`src/rtl/mcdp_pkg.sv`:
```
// Shared types and instruction-field positions for the multi-cycle 16-bit datapath.
package mcdp_pkg;

    typedef enum logic [2:0] {
        FETCH  = 3'd0,
        DECODE = 3'd1,
        EXEC   = 3'd2,
        MEM    = 3'd3,
        WB     = 3'd4
    } state_e;

    typedef enum logic [2:0] {
        ALU_ADD = 3'd0,
        ALU_SUB = 3'd1,
        ALU_AND = 3'd2,
        ALU_OR  = 3'd3,
        ALU_XOR = 3'd4,
        ALU_SLT = 3'd5,
        ALU_SLL = 3'd6,
        ALU_SRL = 3'd7
    } alu_op_e;

    localparam int RD_MSB    = 11;
    localparam int RD_LSB    = 10;
    localparam int RS_MSB    = 9;
    localparam int RS_LSB    = 8;
    localparam int RT_MSB    = 7;
    localparam int RT_LSB    = 6;
    localparam int IMM_MSB   = 7;
    localparam int IMM_LSB   = 0;
    localparam int JADDR_MSB = 11;
    localparam int JADDR_LSB = 0;

    localparam logic [1:0] RA_IDX = 2'd3;

    function automatic logic [15:0] sext8(input logic [7:0] v);
        return {{8{v[7]}}, v};
    endfunction

endpackage

```
`src/rtl/mcdp_alu.sv`:
```
// Combinational ALU for the multi-cycle datapath; results wrap at DATA_W.
module mcdp_alu
    import mcdp_pkg::*;
#(
    parameter int DATA_W = 16
) (
    input  logic [DATA_W-1:0] a,
    input  logic [DATA_W-1:0] b,
    input  logic [2:0]        op,
    output logic [DATA_W-1:0] result,
    output logic              zero
);

    always_comb begin
        result = '0;
        case (alu_op_e'(op))
            ALU_ADD: result = a + b;
            ALU_SUB: result = a - b;
            ALU_AND: result = a & b;
            ALU_OR:  result = a | b;
            ALU_XOR: result = a ^ b;
            ALU_SLT: result = ($signed(a) < $signed(b)) ? DATA_W'(1) : '0;
            // Shift amount is limited to the low nibble of B.
            ALU_SLL: result = a << b[3:0];
            ALU_SRL: result = a >> b[3:0];
            default: result = '0;
        endcase
    end

    assign zero = (result == '0);

endmodule

```
`src/rtl/multicycle_datapath.sv`:
```
// Multi-cycle FETCH/DECODE/EXEC/MEM/WB datapath with req/valid memory ports.
// Optional performance counters are built when MCDP_PERF_CNT_EN is defined.
//
// Handshake: a port's req is high for the whole wait and the transfer completes
// in the cycle where req and valid are both high; req drops the next cycle.
module multicycle_datapath
    import mcdp_pkg::*;
#(
    parameter int          DATA_W   = 16,
    parameter int          PC_W     = 10,
    parameter int unsigned RESET_PC = 0
) (
    input  logic              clk,
    input  logic              reset,
    output logic              imem_req,
    output logic [PC_W-1:0]   imem_addr,
    input  logic [15:0]       imem_rdata,
    input  logic              imem_valid,
    output logic [15:0]       ir,
    input  logic              reg2_src,
    input  logic              reg_dest,
    input  logic              reg_write,
    input  logic              alu_src,
    input  logic              mem_read,
    input  logic              mem_write,
    input  logic              mem_to_reg,
    input  logic              branch,
    input  logic              branch_ne,
    input  logic              jump,
    input  logic              jump_reg,
    input  logic [2:0]        alu_ctrl,
    output logic              dmem_req,
    output logic              dmem_we,
    output logic [PC_W-1:0]   dmem_addr,
    output logic [DATA_W-1:0] dmem_wdata,
    input  logic [DATA_W-1:0] dmem_rdata,
    input  logic              dmem_valid,
    output logic [PC_W-1:0]   pc,
    output logic              zero_flag,
    output logic              retire,
    output logic [31:0]       cycle_cnt,
    output logic [31:0]       instr_cnt,
    output state_e            fsmState
);

    state_e            state;
    logic [DATA_W-1:0] regs [4];
    logic [DATA_W-1:0] regA;
    logic [DATA_W-1:0] regB;
    logic [DATA_W-1:0] aluOut;
    logic [DATA_W-1:0] mdr;
    logic [PC_W-1:0]   nextPc;

    logic [DATA_W-1:0] aluB;
    logic [DATA_W-1:0] aluResult;
    logic              aluZero;
    logic [PC_W-1:0]   pcPlus1;
    logic [PC_W-1:0]   branchTgt;
    logic [PC_W-1:0]   jumpTgt;
    logic [PC_W-1:0]   execNextPc;
    logic              isCtrlFlow;
    logic              branchTaken;
    logic              retireNext;
    logic [1:0]        wbIdx;
    logic [DATA_W-1:0] wbData;

    assign aluB = alu_src ? {{(DATA_W-8){ir[IMM_MSB]}}, ir[IMM_MSB:IMM_LSB]} : regB;

    mcdp_alu #(.DATA_W(DATA_W)) u_alu (
        .a      (regA),
        .b      (aluB),
        .op     (alu_ctrl),
        .result (aluResult),
        .zero   (aluZero)
    );

    // PC targets are formed in 16 bits and truncated, giving wrap modulo 2^PC_W.
    assign pcPlus1   = pc + PC_W'(1);
    assign branchTgt = PC_W'(16'(pc) + 16'd1 + sext8(ir[IMM_MSB:IMM_LSB]));
    assign jumpTgt   = PC_W'({4'b0000, ir[JADDR_MSB:JADDR_LSB]});

    assign isCtrlFlow  = jump | branch | branch_ne;
    assign branchTaken = (branch & aluZero) | (branch_ne & ~aluZero);

    always_comb begin
        execNextPc = pcPlus1;
        if (jump && jump_reg) begin
            execNextPc = regA[PC_W-1:0];
        end else if (jump) begin
            execNextPc = jumpTgt;
        end else if (branchTaken) begin
            execNextPc = branchTgt;
        end
    end

    // JAL defers its pc update to WB so the link value still sees the old pc.
    assign retireNext = ((state == EXEC) && isCtrlFlow && !(jump && reg_dest))
                      || ((state == MEM) && dmem_valid && mem_write)
                      || (state == WB);

    assign wbIdx  = reg_dest ? RA_IDX : ir[RD_MSB:RD_LSB];
    assign wbData = reg_dest ? DATA_W'(pcPlus1) : (mem_to_reg ? mdr : aluOut);

    always_ff @(posedge clk) begin
        if (reset) begin
            state     <= FETCH;
            pc        <= PC_W'(RESET_PC);
            ir        <= '0;
            zero_flag <= 1'b0;
            retire    <= 1'b0;
            regA      <= '0;
            regB      <= '0;
            aluOut    <= '0;
            mdr       <= '0;
            nextPc    <= '0;
            for (int i = 0; i < 4; i++) begin
                regs[i] <= '0;
            end
        end else begin
            retire <= retireNext;
            case (state)
                FETCH: begin
                    if (imem_valid) begin
                        ir    <= imem_rdata;
                        state <= DECODE;
                    end
                end
                DECODE: begin
                    regA  <= regs[ir[RS_MSB:RS_LSB]];
                    regB  <= regs[reg2_src ? ir[RD_MSB:RD_LSB] : ir[RT_MSB:RT_LSB]];
                    state <= EXEC;
                end
                EXEC: begin
                    aluOut    <= aluResult;
                    zero_flag <= aluZero;
                    nextPc    <= execNextPc;
                    if (isCtrlFlow) begin
                        if (jump && reg_dest) begin
                            state <= WB;
                        end else begin
                            pc    <= execNextPc;
                            state <= FETCH;
                        end
                    end else if (mem_read || mem_write) begin
                        state <= MEM;
                    end else begin
                        state <= WB;
                    end
                end
                MEM: begin
                    if (dmem_valid) begin
                        if (mem_write) begin
                            pc    <= nextPc;
                            state <= FETCH;
                        end else begin
                            mdr   <= dmem_rdata;
                            state <= WB;
                        end
                    end
                end
                WB: begin
                    if (reg_write) begin
                        regs[wbIdx] <= wbData;
                    end
                    pc    <= nextPc;
                    state <= FETCH;
                end
                default: state <= FETCH;
            endcase
        end
    end

    assign imem_req   = (state == FETCH);
    assign imem_addr  = pc;
    assign dmem_req   = (state == MEM);
    assign dmem_we    = (state == MEM) && mem_write;
    assign dmem_addr  = aluOut[PC_W-1:0];
    assign dmem_wdata = regB;
    assign fsmState   = state;

`ifdef MCDP_PERF_CNT_EN
    logic [31:0] cycleCntQ;
    logic [31:0] instrCntQ;

    always_ff @(posedge clk) begin
        if (reset) begin
            cycleCntQ <= '0;
            instrCntQ <= '0;
        end else begin
            cycleCntQ <= cycleCntQ + 32'd1;
            if (retireNext) begin
                instrCntQ <= instrCntQ + 32'd1;
            end
        end
    end

    assign cycle_cnt = cycleCntQ;
    assign instr_cnt = instrCntQ;
`else
    assign cycle_cnt = '0;
    assign instr_cnt = '0;
`endif

endmodule

```
`config.mk`:
```
export PLATFORM = sky130hd
export DESIGN_NAME = multicycle_datapath
export DESIGN_NICKNAME = d
export VERILOG_FILES = /design/src/rtl/mcdp_pkg.sv /design/src/rtl/mcdp_alu.sv /design/src/rtl/multicycle_datapath.sv
export SDC_FILE = /design/constraint.sdc
export NUM_CORES = 1
export LEC_CHECK = 0
export CAP_MARGIN = 10
export CORE_UTILIZATION = 36
export CTS_CLUSTER_DIAMETER = 40
export DETAILED_ROUTE_END_ITERATION = 10
export GPL_ROUTABILITY_DRIVEN = 0
export GPL_TIMING_DRIVEN = 0
export HOLD_SLACK_MARGIN = 0.1
export SYNTH_ARGS = -nofsm -noshare
export SYNTH_HDL_FRONTEND = slang
export SYNTH_SLANG_ARGS = --single-unit
```
`constraint.sdc`:
```
create_clock -name clk -period 4.7 [get_ports clk]
set_input_delay 0.47 -clock clk [delete_from_list [all_inputs] [get_ports clk]]
set_output_delay 0.47 -clock clk [all_outputs]
set_load 0.01 [all_outputs]
```
==> results.txt <==
The synthesized design spends more area on one cell type than any other, namely sky130_fd_sc_hd__dfxtp_1. The total leakage power is 6.35 nW. The level count of the clock H-tree came out at 4.

The cell sitting at the root of the clock tree is a sky130_fd_sc_hd__clkbuf_16. The number of placement rows is 68. The initial antenna violation count is 0.

The origin of the critical flop-to-flop path is ir[2]$_SDFFE_PP0P_. Measured against its own limit, the worst slew margin works out to 0.140. Traced cell by cell, the critical path runs through mux2i_4 > buf_6 > buf_6 > buf_6 > ha_1 > buf_6 > o21bai_4 > a2111oi_4 > buf_4 > buf_6 > o21ai_4 > buf_4 > a21oi_1 > nand2_1 > a31o_4 > nor4_4 > nand4b_1 > buf_6 > mux2i_4 > buf_6 > mux2i_4 > o311ai_4 > a21oi_1.

The via count of the first global-routing pass is 11,900. After detailed routing, the total wire length is 47,100 µm. The CTS sink count is 169. In this run the tool buffered the top-level ports with 117 buffer cells. After routing the design area is 16,100 µm². Setup repair after global routing could not meet its margin everywhere. The first routing iteration left 1,190 violations. The proportion of layout cells with a drive suffix above 1 came out at 0.173.

The number of slew-limit violations in the final report came out at 0. The areal power density over the cells is 263 nW/µm². The worst path needs 4690 ps of the cycle, external delays included. The number of routed nets with antenna violations came out at 0. During synthesis, Yosys emitted a total of 0 warnings. For the pin with the worst max-slew slack, the measured transition is 1290 ps. The type of the most critical hold path is reg2reg. Counting stages on the worst path, the most repeated cell is sky130_fd_sc_hd__buf_6. The number of vias in the routed layout is 12,600. The first global-routing pass estimated 70,600 µm of wire. The core utilization of the finished layout is 0.464. Setup violations remaining at the end of the flow were counted as 0. The antenna diode instance count came out at 0. The sum of overflow across all layers after global routing is 0. In this run, CTS created clock tree buffers numbering 17. Measured along the y axis, the die boundary spans 190 µm. The highest clock frequency the design can meet is 213 MHz.

The largest clock skew in the final design came out at 7.22 ps. The cell total after placement came out at 2,147. The total routing usage reported by global routing came out at 0.255. The clock transition at the registers of the reported paths came out at 70 ps. Counting flops with an async set or reset pin after synthesis yields a share of 0.

The HPWL after detailed placement came out at 35,700 µm. The share of the cycle needed by the critical path after routing came out at 0.997. 184 I/O pins were placed. The run finished with clean final reports. Synthesis produced 1,510 cells. The average instance in the mapped netlist occupies 8.46 µm². Of the synthesized area, sequential elements account for 0.315. The worst setup path is launched from a flip-flop. The cell type group with the largest total delay on the critical path is compound AO/OA/AOI/OAI gates.

The vias per cell came out at 5.71. By startpoint and endpoint, the worst setup path is classified as reg2reg. The register-to-register path setup slack came out at 10 ps.

For this run, the leading register cell type out of synthesis is sky130_fd_sc_hd__dfxtp_1. The clock passes through at most 2 buffers. TritonCTS built the clock tree. The post-layout instance count excluding filler cells is 2,214.

The detailed-routing iteration count for the pre-antenna-repair pass is 7. The overall die width came out at 190 µm. The endpoint with the worst hold slack is mdr[14]$_SDFFE_PP0P_. The worst hold-check slack came out at 456 ps. The final setup slack of the worst path came out at 12.9 ps. The number of synthesized register bits came out at 169. The instance count on the critical path is 23. The area added between synthesis and finish is 26.1%. The area share of the largest cell type after synthesis came out at 0.165. The worst slack at placement came out at -1760 ps. By area the synthesized netlist is led by sky130_fd_sc_hd__dfxtp_1, sky130_fd_sc_hd__edfxtp_1, sky130_fd_sc_hd__mux4_2. The die covers 36,200 µm². The distinct cell type count of the synthesized netlist came out at 83. The layout has 3,466 filler cells.

The start point of the worst min-delay path is mdr[14]$_SDFFE_PP0P_. The mapped netlist covers 12,800 µm². Summing all placed instances gives a cell area of 14,800 µm². The capture point of the worst reg-to-reg path is imem_addr[8]$_SDFFE_PP0P_. The maximum number of pins on one net before global-route repair is 21.

The number of endpoints with negative hold slack in the final report is 0. The worst setup path is captured at a flip-flop. The count of flip-flops with a built-in enable after synthesis came out at 64. The area of the core is 34,700 µm².

The routed wire length per instance is 21.3 µm. The maximum vdd drop came out at 232 µV. The worst endpoint required time is 4980 ps. Among all stages on the critical path, the largest delay is contributed by sky130_fd_sc_hd__a2111oi_4. The number of nets in the layout came out at 1,858.

The initial utilization of the core area, before any placement, comes to 0.368. The worst hold path was traced through 2 stages. The arrival time at the worst endpoint came out at 4970 ps. The max-cap violation count came out at 0. The worst reg-to-reg path cell count is 23. The number of buffers and inverters on the critical path is 9. Clock latency on the worst-skew pair, taken at its later pin, is 430 ps. The worst-path maximum fanout came out at 11. The largest stage delay on the critical path came out at 450 ps. After detailed routing, the number of remaining DRC violations is 0.
==> cells in the final DEF, fill, tap and decap left out, drive strengths merged, types with 9 or more instances in the layout <==
| master | Yosys | final |
|---|---|---|
| a22oi | 12 | 12 |
| buf | 102 | 141 |
| clkbuf | 85 | 101 |
| mux2i | 73 | 73 |
| conb | 1 | 64 |
| nor2b | 19 | 19 |
| nand2 | 229 | 229 |
| o22ai | 17 | 17 |
| edfxtp | 64 | 64 |
| nor3 | 35 | 35 |
| xnor2 | 14 | 14 |
| nand2b | 13 | 13 |
| xor2 | 9 | 9 |
| clkinv | 3 | 9 |
| ha | 59 | 59 |
| o211ai | 21 | 21 |
| nand3 | 25 | 25 |
| a31oi | 16 | 16 |
| o21ai | 47 | 47 |
| nor2 | 132 | 132 |
| a21o | 14 | 14 |
| a211oi | 26 | 26 |
| a21oi | 134 | 134 |
| inv | 63 | 68 |
| mux4 | 42 | 42 |
| dfxtp | 105 | 105 |
| clkdlybuf4s50 | 0 | 117 |
==> where the power goes <==
group	switching, W	leakage [nW]	internal [W]
Clock	0.000614	0.275	0.000740
Sequential	0.0000831	1.52	0.00158
Combinational	0.000689	4.56	0.000533
Total	0.00139	6.35	0.00285
==> worst min-delay path, delay by kind of cell, from the launching register on <==
kind / cells / cell delay, ps
compound gates: 1 / 50
flops: 1 / 310
simple gates: 1 / 50
==> layer usage <==
layer | track usage | part of all wire | wire length, µm | up-vias
li1 | - | - | - | 5768
met1 | 0.340 | 0.42 | 19700 | 6008
met2 | 0.413 | 0.46 | 21800 | 759
met3 | 0.0407 | 0.085 | 4010 | 107
met4 | 0.0972 | 0.034 | 1590 | 0
met5 | 0 | 0 | 0 | -
==> through the flow <==
stage,total power (W),TNS (ps)
after floorplan,0.00234,0
after global placement,0.00273,-32910
after detailed placement,0.00273,-31590
after CTS,0.00414,0
after global routing,0.00438,-872
final,0.00424,0
==> state kept, by name, indices dropped and copies added (netlist names) <==
register,flops
imem_addr,10
retire,1
fsmState,3
nextPc,10
ir,16
zero_flag,1
regs,64
aluOut,16
mdr,16
regA,16
dmem_wdata,16
==> cell usage after synthesis (5+ instances only) <==
library cell               count
sky130_fd_sc_hd__buf_4        87
sky130_fd_sc_hd__nand2b_1     13
sky130_fd_sc_hd__and2_1        8
sky130_fd_sc_hd__a32oi_1       5
sky130_fd_sc_hd__nand3_1      25
sky130_fd_sc_hd__clkbuf_1     85
sky130_fd_sc_hd__inv_1        61
sky130_fd_sc_hd__nand2_1     229
sky130_fd_sc_hd__ha_1         59
sky130_fd_sc_hd__buf_2         6
sky130_fd_sc_hd__a211o_1       8
sky130_fd_sc_hd__mux2i_1      70
sky130_fd_sc_hd__buf_1         6
sky130_fd_sc_hd__o21ai_0      46
sky130_fd_sc_hd__a21oi_1     134
sky130_fd_sc_hd__a31oi_1      16
sky130_fd_sc_hd__edfxtp_1     64
sky130_fd_sc_hd__a21o_1       14
sky130_fd_sc_hd__xnor2_1      14
sky130_fd_sc_hd__nor2_1      132
sky130_fd_sc_hd__o22ai_1      17
sky130_fd_sc_hd__o21a_1        5
sky130_fd_sc_hd__dfxtp_1     105
sky130_fd_sc_hd__o31ai_1       6
sky130_fd_sc_hd__nor4_1        5
sky130_fd_sc_hd__nor3_1       35
sky130_fd_sc_hd__nand4_1       5
sky130_fd_sc_hd__a311oi_1      7
sky130_fd_sc_hd__a22oi_1      12
sky130_fd_sc_hd__or3_1         7
sky130_fd_sc_hd__a211oi_1     26
sky130_fd_sc_hd__o211ai_1     21
sky130_fd_sc_hd__mux4_2       42
sky130_fd_sc_hd__and3_1        7
sky130_fd_sc_hd__nor2b_1      19
sky130_fd_sc_hd__xor2_1        9
==> cell families (layout without fill, tap and decap cells) <==
logic type,Yosys count,in the layout,synth area share
and+or+nand+nor,512,512,0.178
AOI/OAI and AO/OA,371,371,0.189
buffers and inverters,253,439,0.102
DFF,169,169,0.315
muxes,119,119,0.137
adders and majority gates,62,62,0.0625
xor gates and xnor gates,23,23,0.0158
other,1,64,0.000294
==> cell type report <==
class                   count  area, µm²  area share
repair inverters            2       17.5     0.00109
clock inverters            12       88.8     0.00552
plain buffers             179       1080      0.0668
well taps                 455        569      0.0354
multi-input cells        1151       8060       0.500
inverters                  66        262      0.0162
clock buffers              20        478      0.0297
repair buffers            160       1510      0.0939
flip-flops and latches    169       4040       0.251
==> how the worst max path moves through the flow <==
stage	from	endpoint	slack, ps
4_1_cts	ir[0]$_SDFFE_PP0P_	nextPc[8]$_SDFFE_PP0P_	8
3_3_place_gp	alu_src	imem_addr[8]$_SDFFE_PP0P_	-1830
3_5_place_dp	alu_src	imem_addr[8]$_SDFFE_PP0P_	-1760
6_report	ir[2]$_SDFFE_PP0P_	imem_addr[8]$_SDFFE_PP0P_	10
2_1_floorplan	alu_src	nextPc[9]$_SDFFE_PP0P_	10
5_1_grt	ir[0]$_SDFFE_PP0P_	nextPc[8]$_SDFFE_PP0P_	-130
==> timing repair <==
item,in CTS,in global routing
pin swaps,11,26
buffers inserted,14,24
gates cloned,1,2
setup endpoints to repair,21,20
resized for setup,73,54
hold buffers,0,0
No activity file was read; power rests on OpenSTA's default activity.
